===== src/rtl/drp_range_access.sv =====
// DRP sweep engine: one command walks [START..STOP] on a selected channel,
// streaming read words out over valid/ready or writing a fill value to every word.
module drp_range_access #(
  parameter int unsigned C_DRP_ADDR_WIDTH = 16,
  parameter int unsigned C_DRP_DATA_WIDTH = 16,
  parameter int unsigned C_CH_NUM         = 4,
  parameter int unsigned C_TIMEOUT_CYCLES = 1023,
  localparam int unsigned CH_W = (C_CH_NUM > 1) ? $clog2(C_CH_NUM) : 1
) (
  input  logic                                   DRPCLK_I,
  input  logic                                   DRPRSTN_I,
  input  logic                                   CMD_VALID_I,
  output logic                                   CMD_READY_O,
  input  logic                                   CMD_WR_I,
  input  logic [CH_W-1:0]                        CMD_CH_I,
  input  logic [C_DRP_ADDR_WIDTH-1:0]            CMD_START_I,
  input  logic [C_DRP_ADDR_WIDTH-1:0]            CMD_STOP_I,
  input  logic [C_DRP_DATA_WIDTH-1:0]            CMD_WDATA_I,
  output logic [C_DRP_ADDR_WIDTH-1:0]            M_DRPADDR_O,
  output logic [C_DRP_DATA_WIDTH-1:0]            M_DRPDI_O,
  output logic [C_CH_NUM-1:0]                    M_DRPEN_O,
  output logic [C_CH_NUM-1:0]                    M_DRPWE_O,
  input  logic [C_CH_NUM*C_DRP_DATA_WIDTH-1:0]   M_DRPDO_I,
  input  logic [C_CH_NUM-1:0]                    M_DRPRDY_I,
  output logic                                   RD_VALID_O,
  input  logic                                   RD_READY_I,
  output logic [C_DRP_ADDR_WIDTH-1:0]            RD_ADDR_O,
  output logic [C_DRP_DATA_WIDTH-1:0]            RD_DATA_O,
  output logic                                   DONE_O,
  output logic                                   ERR_O,
  output logic                                   TIMEOUT_O
);

  localparam int unsigned AW    = C_DRP_ADDR_WIDTH;
  localparam int unsigned DW    = C_DRP_DATA_WIDTH;
  localparam int unsigned CNT_W = $clog2(C_TIMEOUT_CYCLES + 1);

  typedef enum logic [2:0] {
    S_IDLE, S_ISSUE, S_WAIT, S_OUT, S_NEXT, S_FIN
  } state_t;

  state_t              r_state, w_state_nxt;
  logic                r_wr, w_wr_nxt;
  logic [CH_W-1:0]     r_ch, w_ch_nxt;
  logic [AW-1:0]       r_stop, w_stop_nxt;
  logic [AW-1:0]       r_addr, w_addr_nxt;
  logic [DW-1:0]       r_wdata, w_wdata_nxt;
  logic [CNT_W-1:0]    r_cnt, w_cnt_nxt, w_cnt_inc;
  logic [AW-1:0]       r_rd_addr, w_rd_addr_nxt;
  logic [DW-1:0]       r_rd_data, w_rd_data_nxt;
  logic                r_ready, w_ready_nxt;
  logic                r_valid, w_valid_nxt;
  logic                r_done, w_done_nxt;
  logic                r_err, w_err_nxt;
  logic                r_to, w_to_nxt;
  logic [C_CH_NUM-1:0] r_en, w_en_nxt;
  logic [C_CH_NUM-1:0] r_we, w_we_nxt;
  logic [DW-1:0]       w_sel_do;
  logic                w_sel_rdy;
  logic                w_ch_ok;

  // Route the selected channel's DO/RDY; other channels are never looked at.
  always_comb begin
    w_sel_do  = '0;
    w_sel_rdy = 1'b0;
    for (int k = 0; k < int'(C_CH_NUM); k++) begin
      if (CH_W'(k) == r_ch) begin
        w_sel_do  = M_DRPDO_I[k*DW +: DW];
        w_sel_rdy = M_DRPRDY_I[k];
      end
    end
  end

  assign w_ch_ok   = (32'(CMD_CH_I) < C_CH_NUM);
  assign w_cnt_inc = r_cnt + CNT_W'(1);

  // Next state, datapath and next registered outputs.
  always_comb begin
    w_state_nxt   = r_state;
    w_wr_nxt      = r_wr;
    w_ch_nxt      = r_ch;
    w_stop_nxt    = r_stop;
    w_addr_nxt    = r_addr;
    w_wdata_nxt   = r_wdata;
    w_cnt_nxt     = r_cnt;
    w_rd_addr_nxt = r_rd_addr;
    w_rd_data_nxt = r_rd_data;
    w_err_nxt     = 1'b0;
    w_to_nxt      = 1'b0;
    case (r_state)
      S_IDLE: begin
        if (CMD_VALID_I) begin
          w_wr_nxt    = CMD_WR_I;
          w_ch_nxt    = CMD_CH_I;
          w_stop_nxt  = CMD_STOP_I;
          w_wdata_nxt = CMD_WDATA_I;
          w_addr_nxt  = CMD_START_I;
          if (!w_ch_ok || (CMD_START_I > CMD_STOP_I)) begin
            w_state_nxt = S_FIN;
            w_err_nxt   = 1'b1;
          end else begin
            w_state_nxt = S_ISSUE;
          end
        end
      end
      S_ISSUE: begin
        w_cnt_nxt   = '0;
        w_state_nxt = S_WAIT;
      end
      S_WAIT: begin
        if (w_sel_rdy) begin
          if (!r_wr) begin
            w_rd_addr_nxt = r_addr;
            w_rd_data_nxt = w_sel_do;
            w_state_nxt   = S_OUT;
          end else begin
            w_state_nxt = S_NEXT;
          end
        end else if (w_cnt_inc == CNT_W'(C_TIMEOUT_CYCLES)) begin
          w_state_nxt = S_FIN;
          w_err_nxt   = 1'b1;
          w_to_nxt    = 1'b1;
        end else begin
          w_cnt_nxt = w_cnt_inc;
        end
      end
      S_OUT: begin
        if (RD_READY_I) w_state_nxt = S_NEXT;
      end
      // Compare before increment so STOP = all-ones terminates without wrapping.
      S_NEXT: begin
        if (r_addr == r_stop) begin
          w_state_nxt = S_FIN;
        end else begin
          w_addr_nxt  = r_addr + AW'(1);
          w_state_nxt = S_ISSUE;
        end
      end
      S_FIN:   w_state_nxt = S_IDLE;
      default: w_state_nxt = S_IDLE;
    endcase

    w_ready_nxt = (w_state_nxt == S_IDLE);
    w_valid_nxt = (w_state_nxt == S_OUT);
    w_done_nxt  = (w_state_nxt == S_FIN);
    w_en_nxt    = (w_state_nxt == S_ISSUE) ? (C_CH_NUM'(1) << w_ch_nxt) : '0;
    w_we_nxt    = w_en_nxt & {C_CH_NUM{w_wr_nxt}};
  end

  always_ff @(posedge DRPCLK_I or negedge DRPRSTN_I) begin
    if (!DRPRSTN_I) begin
      r_state   <= S_IDLE;
      r_wr      <= 1'b0;
      r_ch      <= '0;
      r_stop    <= '0;
      r_addr    <= '0;
      r_wdata   <= '0;
      r_cnt     <= '0;
      r_rd_addr <= '0;
      r_rd_data <= '0;
      r_ready   <= 1'b1;
      r_valid   <= 1'b0;
      r_done    <= 1'b0;
      r_err     <= 1'b0;
      r_to      <= 1'b0;
      r_en      <= '0;
      r_we      <= '0;
    end else begin
      r_state   <= w_state_nxt;
      r_wr      <= w_wr_nxt;
      r_ch      <= w_ch_nxt;
      r_stop    <= w_stop_nxt;
      r_addr    <= w_addr_nxt;
      r_wdata   <= w_wdata_nxt;
      r_cnt     <= w_cnt_nxt;
      r_rd_addr <= w_rd_addr_nxt;
      r_rd_data <= w_rd_data_nxt;
      r_ready   <= w_ready_nxt;
      r_valid   <= w_valid_nxt;
      r_done    <= w_done_nxt;
      r_err     <= w_err_nxt;
      r_to      <= w_to_nxt;
      r_en      <= w_en_nxt;
      r_we      <= w_we_nxt;
    end
  end

  assign CMD_READY_O = r_ready;
  assign M_DRPADDR_O = r_addr;
  assign M_DRPDI_O   = r_wdata;
  assign M_DRPEN_O   = r_en;
  assign M_DRPWE_O   = r_we;
  assign RD_VALID_O  = r_valid;
  assign RD_ADDR_O   = r_rd_addr;
  assign RD_DATA_O   = r_rd_data;
  assign DONE_O      = r_done;
  assign ERR_O       = r_err;
  assign TIMEOUT_O   = r_to;

endmodule

===== config.mk =====
export PLATFORM = sky130hd
export DESIGN_NAME = drp_range_access
export DESIGN_NICKNAME = d
export VERILOG_FILES = /design/src/rtl/drp_range_access.sv
export SDC_FILE = /design/constraint.sdc
export NUM_CORES = 1
export LEC_CHECK = 0
export CORE_ASPECT_RATIO = 0.5
export CORE_UTILIZATION = 60
export CTS_CLUSTER_SIZE = 8
export DETAILED_ROUTE_END_ITERATION = 8
export DONT_BUFFER_PORTS = 1
export PLACE_DENSITY = 0.8
export SYNTH_ARGS = -nofsm -noshare
export SYNTH_HDL_FRONTEND = slang
export SYNTH_SLANG_ARGS = --single-unit

===== constraint.sdc =====
create_clock -name DRPCLK_I -period 3.4 [get_ports DRPCLK_I]
set_input_delay 0.68 -clock DRPCLK_I [delete_from_list [all_inputs] [get_ports DRPCLK_I]]
set_output_delay 0.68 -clock DRPCLK_I [all_outputs]
set_load 0.01 [all_outputs]

-- Yosys cells after proc, flatten, opt, wreduce, memory -nomap -nowiden
Cells that the tools add are included.
- register bits after elaboration: 109
- input bits: 123
- output and inout bits: 77
- logic and storage cells: 80
- $add $sub $neg: 2
- $lt $le $gt $ge: 1
- equal/unequal tests: 16
- shift operators: 1
- mux-type cells: 33
- bitwise gates (word level): 2
- reduce and logical (&&, ||, !) cells: 9
- operators by type and width (operator ; count):
    16-bit 2-to-1 mux ; 6
    16-bit one-hot mux with 2 select lines ; 1
    3-bit 2-to-1 mux ; 7
    10-bit 2-to-1 mux ; 2
    10-bit one-hot mux with 2 select lines ; 1
    16-bit by 1-bit adder with 16-bit output, second input constant ; 1
    16-bit equality test ; 1
    16-bit greater-than comparator ; 1
    3-bit one-hot mux with 5 select lines ; 1
    1-bit 2-to-1 mux ; 11
    10-bit by 1-bit adder with 10-bit output, second input constant ; 1
    10-bit equality test, second input constant ; 1
    3-bit by 2-bit equality test with 1-bit output, second input constant ; 3
    3-bit AND reduction ; 3
    2-bit != test, second input constant ; 4
    3-bit by 1-bit equality test with 1-bit output, second input constant ; 2
    3-bit equality test, second input constant ; 2
    3-bit zero test ; 2
    4-bit bitwise AND ; 1
    2-bit equality test, first input constant ; 2
    2-bit 2-to-1 mux ; 2
    4-bit 2-to-1 mux ; 1
    2-bit nonzero test ; 2
    1-bit by 2-bit << shifter with 4-bit output, first input constant ; 1
    other kinds (5) ; 5

-- Logic depth before layout (Yosys ltp)
- depth after elaboration: 10
- gate-level depth with buffers: 9
- mapped depth without buffers: 8

-- Worst setup path after synthesis
No wires, ideal clock.
- path kind: input -> register
- start point: in CMD_STOP_I[9]
- end point: reg r_done (netlist: DONE_O)
- setup time: 0.136 ns
- data arrival time: 2.262 ns
- required time: 3.264 ns
- slack: 1.002 ns
- stages: 9
- path buffers: 1
- path through: inv_1 > ha_1 > a211oi_1 > o21ai_0 > o2111ai_1 > nand2_1 > o211a_1 > buf_2 > or3b_2
- word-level cells in the longest chain between the ends: 5
- RTL lines (element ; RTL line ; RTL):
    start: declaration ; 17 ; input logic [C_DRP_ADDR_WIDTH-1:0] CMD_STOP_I,
    16-bit greater-than comparator ; 98 ; if (!w_ch_ok || (CMD_START_I > CMD_STOP_I)) begin
    3-bit 2-to-1 mux ; 98 ;
    3-bit 2-to-1 mux ; 92 ; if (CMD_VALID_I) begin
    3-bit one-hot mux with 5 select lines ; 90 ; case (r_state)
    3-bit equality test ; 145 ; w_done_nxt = (w_state_nxt == S_FIN);
    via w_done_nxt ; 53 ; logic r_done, w_done_nxt;
    end signal: assignment ; 180 ; r_done <= w_done_nxt;
    end: declaration ; 53 ;
The timed path passes the listed nets, and every way through them passes these cells.
A chain may end at the register's enable or synchronous reset.

-- Worst setup path in the final report
- start point: reg r_addr[0] (netlist: M_DRPADDR_O[0])
- end point: reg r_addr[12] (netlist: M_DRPADDR_O[12])
- word-level cells in the longest chain between the ends: 3
- elaborated cells between the ends (all ways): 6
- those cells by class: 1 x add/sub; 2 x eq/ne; 2 x mux; 1 x reduce/logical
- RTL lines (element ; RTL line ; RTL):
    start: declaration ; 46 ; logic [AW-1:0] r_addr, w_addr_nxt;
    start signal: assignment ; 173 ; r_addr <= w_addr_nxt;
    16-bit by 1-bit adder with 16-bit output or 16-bit equality test (tied branches) ; 135, 132 ;
    16-bit 2-to-1 mux or 2-bit != test (tied branches) ; - ;
    16-bit one-hot mux with 2 select lines or 3-bit AND reduction (tied branches) ; - ;
Parallel ways exist; a longest one is shown, timed or not. The select of a mux whose other input is x is not followed.

==> summary.txt <==
Die
  • Area of the core: 9540 um^2
  • Die area: 10400 um^2
  • Die Y: 72.6 um
  • Num ports: 200
  • Row count: 25
  • Die W: 143 um
  • Initial Util: 62.6%

Power and ir drop
  • PwrDens: 970 nW/um^2
  • Leak Pwr: 2.76 nW
  • Clock power frac: 18.5%
  • VDD IR max: 0.496 mV
  • Net Sw Frac: 38.1%
  • Net switching power: 2.35 mW
  • Tot Pwr: 6.16 mW
  • Internal Power: 3.81 mW
  • Combinational Power Share: 38.3%
  • Seq pwr share: 43.1%

Synthesis
  • Most common cell in the synthesized netlist: dfrtp_1
  • Post-synth EDFFs: 0
  • Net Count, Synth: 663
  • Mapped Cells: 521
  • Synth Cell Area: 5970 um^2
  • Top FF cell, synth: dfrtp_1
  • Ys async rst share: 100%
  • Mapped Avg Cell Area: 11.5 um^2
  • Top cells by area, synth: dfrtp_1 45%, mux2_4 7.0%, mux4_2 6.4%
  • Post-synthesis sequential area ratio: 45.7%
  • Synth warn: 0
  • Post-synth top area share: 45.2%
  • Largest area contributor in the netlist: dfrtp_1
  • Synth cell types: 57
  • Number of synthesized register bits: 109
  • Synth cell count leaders: 108 x dfrtp_1, 43 x nand2_1, 35 x a21oi_1

Route
  • DRC: 0
  • Via/cell ratio: 6.28
  • Drt total wl: 13.2 mm
  • Routed len/inst: 20.4 um
  • Routed Antenna Nets: 0
  • DR iter-0 viols: 313
  • Via Count: 4060
  • Router iterations before antenna repair: 5

STA
  • RSZ-0062 raised after global routing: no
  • Final slew viol count: 0
  • Fin Setup TNS: 0 ns
  • Least-Margin Pin Slew: 1.21 ns
  • Clock skew: 0.00678 ns
  • Final period utilization: 76.8%
  • Min Tclk post-route: 2.61 ns
  • Slew HR: 19.3%
  • F_max: 383 MHz
  • Setup violations, final: 0
  • Fin. Hold Viols: 0

Setup path
  • Critical path arrival: 2.78 ns
  • R2R setup slack: 0.79 ns
  • CP max stage cell: nor4_1
  • Critical Path Max Stage Delay: 0.57 ns
  • Crit end category: flip-flop
  • Worst-case reg-to-reg path depth: 6
  • Cell chain of the critical path: xnor2_1 > nand4_1 > nor4_1 > o21bai_2 > a21oi_1 > a21oi_1
  • Top cell by count, worst path: a21oi_1
  • Worst Path Required: 3.57 ns
  • Critical path class: reg -> reg
  • Crit start category: flip-flop
  • CP max FO: 31

Place
  • Dpl hpwl: 9.56 mm
  • # placed instances: 631
  • Port bufs: 0
  • GPL Wtd Cong: 0.882

Global route
  • Tot GR Track Use: 26.7%
  • Number of global-route vias before repair: 4036
  • Initial antenna violation count: 0
  • First-pass GRT wire length: 20.7 mm
  • Overflow after GRT: 0
  • Largest net degree at the start of global routing: 110

Clocking
  • H-tree levels: 3
  • Root Buffer: clkbuf_16
  • CTS resizes: 0
  • Clock buffer depth: 2
  • Post-CTS Setup Inserts: 0
  • Clk sinks: 109
  • Worst-Skew Late Latency: 0.35 ns
  • Clock transition at path regs: 0.07 ns
  • Hold_buf cts: 0
  • TritonCTS Buffers: 9
  • TritonCTS clock tree: done

Final layout
  • Finished Layout Cells: 647
  • Layout fillers: 714
  • Share of cells above drive strength 1: 23.0%
  • Area added between synthesis and finish: 6.37%
  • ANT cells: 0
  • Fin nets: 649

Min path
  • Min-delay worst type: in -> async

Job
  • Max Cap Violations: 0

Status
  • Status: complete, no violations
-- cells by family (layout without fill, tap and decap cells) --
group | Yosys count | count (layout) | share of synthesized area (%)
DFF | 109 | 109 | 45.7
and+or+nand+nor | 138 | 138 | 12.3
AOI/OAI and AO/OA | 99 | 99 | 10.3
xor gates and xnor gates | 18 | 18 | 2.64
muxes | 84 | 84 | 20.7
buffers and inverters | 54 | 45 | 4.36
adders and majority gates | 19 | 19 | 3.98
-- cells in the final DEF (no fill, tap or decap), types with 2 or more instances in the layout --
| cell type | instances |
|---|---|
| and3_1 | 4 |
| nand3_1 | 12 |
| mux2_2 | 33 |
| a22o_1 | 2 |
| nand2_1 | 43 |
| nand2b_1 | 6 |
| xnor2_1 | 18 |
| a31oi_1 | 2 |
| mux2_4 | 28 |
| mux2_1 | 3 |
| nor3_1 | 4 |
| nor2_1 | 25 |
| mux4_2 | 17 |
| inv_1 | 23 |
| nor3_2 | 9 |
| buf_4 | 6 |
| o31ai_1 | 4 |
| ha_1 | 19 |
| a21oi_1 | 35 |
| o21ai_0 | 24 |
| nor3b_1 | 2 |
| a21o_1 | 3 |
| and2_1 | 3 |
| and4_1 | 2 |
| or2_1 | 2 |
| clkbuf_16 | 9 |
| o22ai_1 | 6 |
| mux2i_1 | 3 |
| or3_1 | 2 |
| nand4_1 | 16 |
| bufinv_16 | 2 |
| clkbuf_8 | 2 |
| nor4_1 | 2 |
| o21ai_1 | 8 |
| clkbuf_1 | 2 |
| dfrtp_1 | 108 |
-- layout make-up --
cell class,count,area [um^2],area share (%)
Multi-Input combinational cell,358,3000,47.2
Sequential cell,109,2730,42.9
Clock buffer,13,260,4.10
Tap cell,135,169,2.66
Inverter,23,86.3,1.36
Clock inverter,3,67.6,1.06
Timing Repair Buffer,6,45.0,0.709
-- path summary, 6_finish.rpt --
path	endpoint	start
min	RD_ADDR_O[12]	DRPRSTN_I
min reg2reg	r_cnt[9]	r_cnt[9]
min in group DRPCLK_I	M_DRPADDR_O[0]	CMD_START_I[0]
max reg2reg	M_DRPADDR_O[12]	M_DRPADDR_O[0]
max	M_DRPADDR_O[12]	M_DRPADDR_O[0]
max in group asynchronous	CMD_READY_O	DRPRSTN_I
-- worst max-delay path, delay by kind of cell, from the launching register on --
family,cells,cell delay [ns]
DFF,1,0.54
and+or+nand+nor,2,0.73
AOI/OAI and AO/OA,3,0.86
xor gates and xnor gates,1,0.30
-- through the flow --
stage               worst slack, ns  hold WS, ns  cell area (um^2)  util (%)
finish                        0.790       0.0250              6350      66.6
global route                  0.533      0.00898              6350      66.6
CTS                           0.790       0.0144              6350      66.6
detailed placement            0.677        0.387              6030      63.2
global placement              0.712        0.387              6030      63.2
floorplan                      1.00        0.384              5970         -
-- per-layer routing --
metal,up-vias,part of all wire (%),track usage [%]
li1,1856,-,-
met1,2037,42,33.5
met2,154,49,44.8
met3,13,8.3,8.51
met4,0,0.96,7.53
met5,-,0,0
-- power by group through the flow --
stage | sequential (mW) | clock, mW | combinational, mW
finish | 2.66 | 1.14 | 2.36
global route | 2.74 | 1.21 | 2.59
CTS | 2.66 | 1.16 | 2.36
detailed placement | 2.68 | 0 | 2.33
global placement | 2.65 | 0 | 2.25
floorplan | 2.44 | 0 | 2.13
-- sequential cells by signal, summed over array words and instances (netlist names) --
name,flops
DONE_O,1
ERR_O,1
r_state,3
M_DRPWE_O,4
r_wr,1
M_DRPEN_O,4
TIMEOUT_O,1
RD_ADDR_O,16
r_ch,2
RD_VALID_O,1
r_stop,16
RD_DATA_O,16
M_DRPADDR_O,16
CMD_READY_O,1
M_DRPDI_O,16
r_cnt,10
(Power assumes the default switching activity.)
